**config.mk**
```make
export PLATFORM = sky130hd
export DESIGN_NAME = inv_addkey_mixcol
export DESIGN_NICKNAME = d
export VERILOG_FILES = /design/src/rtl/aes_pkg.sv /design/src/rtl/inv_mixcol_column.sv /design/src/rtl/inv_addkey_mixcol.sv
export SDC_FILE = /design/constraint.sdc
export NUM_CORES = 1
export LEC_CHECK = 0
export BUFFER_PORTS_ARGS = -buffer_cell sky130_fd_sc_hd__buf_4
export CORE_AREA = 2 2 152 154
export DETAILED_ROUTE_END_ITERATION = 8
export DIE_AREA = 0 0 154 156
export GPL_TIMING_DRIVEN = 0
export HOLD_SLACK_MARGIN = 0.03
export PLACE_DENSITY_LB_ADDON = 0.2
export SLEW_MARGIN = 10
export SYNTH_ARGS = -nofsm -noshare
export SYNTH_HDL_FRONTEND = slang
export SYNTH_SLANG_ARGS = --single-unit
```
**constraint.sdc**
```tcl
create_clock -name clk -period 1.8 [get_ports clk]
set_input_delay 0.27 -clock clk [delete_from_list [all_inputs] [get_ports clk]]
set_output_delay 0.27 -clock clk [all_outputs]
set_load 0.02 [all_outputs]
```
**src/rtl/aes_pkg.sv**
```systemverilog
// Shared types and GF(2^8) helpers for the inverse AddRoundKey/MixColumns stage.
// Used by inv_mixcol_column and inv_addkey_mixcol.
package aes_pkg;

  localparam logic [7:0] AES_POLY = 8'h1b;

  typedef logic [3:0][3:0][7:0] state_t;

  typedef enum logic [1:0] {
    IDLE = 2'd0,
    BUSY = 2'd1,
    DONE = 2'd2
  } fsm_e;

  function automatic logic [7:0] xtime(input logic [7:0] a);
    return {a[6:0], 1'b0} ^ (a[7] ? AES_POLY : 8'h00);
  endfunction

  function automatic logic [7:0] gf_mul9(input logic [7:0] a);
    logic [7:0] x8;
    x8 = xtime(xtime(xtime(a)));
    return x8 ^ a;
  endfunction

  function automatic logic [7:0] gf_mul11(input logic [7:0] a);
    logic [7:0] x2, x8;
    x2 = xtime(a);
    x8 = xtime(xtime(x2));
    return x8 ^ x2 ^ a;
  endfunction

  function automatic logic [7:0] gf_mul13(input logic [7:0] a);
    logic [7:0] x4, x8;
    x4 = xtime(xtime(a));
    x8 = xtime(x4);
    return x8 ^ x4 ^ a;
  endfunction

  function automatic logic [7:0] gf_mul14(input logic [7:0] a);
    logic [7:0] x2, x4, x8;
    x2 = xtime(a);
    x4 = xtime(x2);
    x8 = xtime(x4);
    return x8 ^ x4 ^ x2;
  endfunction

endpackage

```
**src/rtl/inv_mixcol_column.sv**
```systemverilog
// Combinational InvMixColumns on one state column; byte index 0..3 is the row.
module inv_mixcol_column
  import aes_pkg::*;
(
  input  logic [3:0][7:0] col_in,
  output logic [3:0][7:0] col_out
);

  always_comb begin
    col_out = '0;
    for (int r = 0; r < 4; r++) begin
      col_out[r] = gf_mul14(col_in[2'(r)])     ^ gf_mul11(col_in[2'(r + 1)]) ^
                   gf_mul13(col_in[2'(r + 2)]) ^ gf_mul9(col_in[2'(r + 3)]);
    end
  end

endmodule

```
**src/rtl/inv_addkey_mixcol.sv**
```systemverilog
// Decryption round stage: AddRoundKey on accept, then InvMixColumns one column per cycle.
// Define INV_ADDKEY_MIXCOL_BYPASS_EN to add last_round, which skips the mixing for the final round.
//
// state | meaning
// IDLE  | waiting for a block, in_ready=1
// BUSY  | mixing column col_cnt of the work register into the output register
// DONE  | result held on out_state with out_valid=1 until out_ready
module inv_addkey_mixcol
  import aes_pkg::*;
#(
  parameter int NO_ROWS = 4,
  parameter int NO_COLS = 4
) (
  input  logic                                  clk,
  input  logic                                  reset,
  input  logic                                  in_valid,
  output logic                                  in_ready,
  input  logic [NO_ROWS-1:0][NO_COLS-1:0][7:0]  in_state,
  input  logic [NO_ROWS-1:0][NO_COLS-1:0][7:0]  in_key,
`ifdef INV_ADDKEY_MIXCOL_BYPASS_EN
  input  logic                                  last_round,
`endif
  output logic                                  out_valid,
  input  logic                                  out_ready,
  output logic [NO_ROWS-1:0][NO_COLS-1:0][7:0]  out_state,
  output logic                                  busy
);

  if (NO_ROWS != 4 || NO_COLS != 4) begin : g_bad_dims
    $error("inv_addkey_mixcol: NO_ROWS and NO_COLS must both be 4");
  end

  localparam logic [1:0] ST_IDLE = IDLE;
  localparam logic [1:0] ST_BUSY = BUSY;
  localparam logic [1:0] ST_DONE = DONE;

  logic [1:0]      state_q, state_d;
  logic [1:0]      col_cnt_q, col_cnt_d;
  state_t          work_q, work_d;
  state_t          out_q, out_d;
  logic [3:0][7:0] col_sel;
  logic [3:0][7:0] col_mix;

  always_comb begin
    col_sel = '0;
    for (int r = 0; r < 4; r++) col_sel[r] = work_q[r][col_cnt_q];
  end

  inv_mixcol_column u_col (
    .col_in  (col_sel),
    .col_out (col_mix)
  );

  always_comb begin
    state_d   = state_q;
    col_cnt_d = col_cnt_q;
    work_d    = work_q;
    out_d     = out_q;
    case (state_q)
      ST_IDLE: begin
        if (in_valid) begin
          work_d    = in_state ^ in_key;
          col_cnt_d = 2'd0;
          state_d   = ST_BUSY;
`ifdef INV_ADDKEY_MIXCOL_BYPASS_EN
          // Final round has no InvMixColumns: publish the keyed state directly.
          if (last_round) begin
            out_d   = in_state ^ in_key;
            state_d = ST_DONE;
          end
`endif
        end
      end
      ST_BUSY: begin
        for (int r = 0; r < 4; r++) out_d[r][col_cnt_q] = col_mix[r];
        col_cnt_d = col_cnt_q + 2'd1;
        if (col_cnt_q == 2'd3) state_d = ST_DONE;
      end
      ST_DONE: begin
        if (out_ready) state_d = ST_IDLE;
      end
      default: state_d = ST_IDLE;
    endcase
  end

  always_ff @(posedge clk or posedge reset) begin
    if (reset) begin
      state_q   <= ST_IDLE;
      col_cnt_q <= 2'd0;
      work_q    <= '0;
      out_q     <= '0;
    end else begin
      state_q   <= state_d;
      col_cnt_q <= col_cnt_d;
      work_q    <= work_d;
      out_q     <= out_d;
    end
  end

  assign in_ready  = (state_q == ST_IDLE);
  assign out_valid = (state_q == ST_DONE);
  assign busy      = (state_q == ST_BUSY);
  assign out_state = out_q;

endmodule
```
==> out/qor.txt <==
TritonCTS Buffers - 3
Final count of negative-setup-slack endpoints - 0
Total Wirelength - 2320 microns
Die Y - 156 microns
Via count - 861
Clk pin slew, worst setup/hold paths - 30 ps
Top cell type's share of synthesized area - 0.839
Initial Utilization - 0.0512
Syn Area/Cell - 7.95 sq um
Leakage - 1.27 nW
Final core utilization - 0.0943
Max Slew Vio Count - 0
Largest cells by area after synthesis - buf_4, dfrtp_1, a22o_1
Die width - 154 microns
H-tree depth - 1
Global Route Usage Sum - 0.0171
F_max - 736 MHz
Register area share after synthesis - 0.0874
Core area - 22400 sq um
R2R depth - 2
CP required - 1530 ps
Num ports - 391
First-pass GRT wire length - 2900 microns
Pin count of the biggest net entering global routing - 6
Max-cap viol count - 0
Vias in the first global route - 658
Clock latency on the worst-skew pair - 220 ps
Commonest non-fill, non-tap cells in the layout - buf_4, conb_1, dfrtp_1
# clock sinks - 4
Tcrit/Tclk final - 0.755
Routed Antenna Nets - 0
DRT Pass-1 Iters - 4
Seq cells post-synth - 4
CP Class - reg -> out
Share of cells above drive strength 1 - 0.495
Root buffer cell - clkbuf_16
Num rows - 55
GRT Residual Overflow - 0
Crit Path Max Fanout - 4
Tightest Hold Check Type - in -> reg
Post-Syn Area - 1140 sq um
Crit. End Element - primary output
Clk_skew - 1.49 ps
Antenna diode count - 0
Most common cell after layout, fill and taps aside - buf_4
Net count, final - 544
Wire length per cell - 4.09 microns
Pwr Total - 1.22 mW
Die area - 24000 sq um
RSZ-0062 raised after global routing - false
Ys Warns - 0
Hold path depth - 3
Antenna violations before repair - 1
Distinct cell type count after synthesis - 12
Hold Fails Final Rpt - 0
Min cycle time layout - 1360 ps
Max Root-Sink Buffers - 2
DR iter-0 viols - 8
Most area-hungry cell type in the Yosys netlist - buf_4
Outcome - complete, no violations
Port bufs - 6
Synthesized instance count - 144
Peak supply drop - 0.254 mV
RePlAce Congestion - 0.585
CTS tree - yes
Area Growth Syn to Fin - 84.2%
DRC - 0
P per Cell Area - 581 nW/um^2
CP Launch Type - flip-flop
Signal arrival time at the worst endpoint - 1090 ps
DP HPWL - 2250 microns
Drt via density - 1.52
Setup TNS - 0 ps
[per-layer routing]
layer  up-vias  GRT usage  share of wire
li1        455          -              -
met1       297     0.0158           0.29
met2       100     0.0203           0.39
met3         7     0.0147           0.26
met4         2     0.0214          0.048
met5         -          0         0.0056
[cells in the mapped netlist]
cell type	instances
a21oi_1	1
dfrtp_1	4
a22o_1	2
conb_1	1
nor2b_1	1
nor2b_2	1
inv_1	2
o21bai_1	1
nor2_1	1
buf_4	128
ha_1	1
mux2_2	1
[sequential cells by signal, indices dropped and copies added (netlist names)]
signal	cells
col_cnt_q	2
state_q	2
[power by group]
part	internal [mW]	switching [mW]	leakage, nW	total [mW]
clock network	0.284	0.0637	0.0370	0.348
logic	0.307	0.400	1.19	0.706
registers	0.136	0.0346	0.0486	0.170
[logic make-up (layout without fill, tap and decap cells)]
family	after synthesis	after routing	synth area share
other	1	128	0.00328
DFF	4	4	0.0874
adders and majority gates	1	1	0.0109
muxes	1	1	0.00984
AOI/OAI and AO/OA	4	4	0.0262
buffers and inverters	130	140	0.846
and+or+nand+nor	3	3	0.0164
[worst max-delay path, cell delays in order, from the launching register on]
cell	delay, ps
dfrtp_1	380
nor2b_1	270
buf_4	210
[stage by stage]
stage          std cells  cell area, sq um  setup WS (ps)  hold slack [ps]
3_3_place_gp         562              2020            678              184
5_1_grt              566              2110            370              392
4_1_cts              566              2110            403              367
6_report             566              2110            441              365
2_1_floorplan        271              1620            786             36.1
3_5_place_dp         562              2020            655              197
[final cells by class]
| class | count | area, sq um |
|---|---|---|
| timing repair buffer | 7 | 55.1 |
| inverter | 2 | 7.51 |
| clock buffer | 3 | 75.1 |
| sequential | 4 | 100 |
| buffer | 128 | 961 |
| tap | 285 | 357 |
| fill | 2597 | 20300 |
| multi-input combinational | 137 | 553 |
[worst paths after layout]
check / startpoint / to / slack, ps
worst min-delay path: out_ready / state_q[1] / 360
min in group asynchronous: reset / col_cnt_q[1] / 560
worst max-delay path: state_q[1] / out_valid / 440
max in group asynchronous: reset / state_q[0] / 1080
worst max register to register: state_q[1] / col_cnt_q[0] / 800
worst min register to register: col_cnt_q[1] / col_cnt_q[1] / 500
[timing repair]
item                                   in CTS  in global routing
setup buffers                               0                  0
hold buffers                                1                  0
gates resized for setup                     0                  0
endpoints found under the hold margin       4                  0
(Power assumes the default switching activity.)
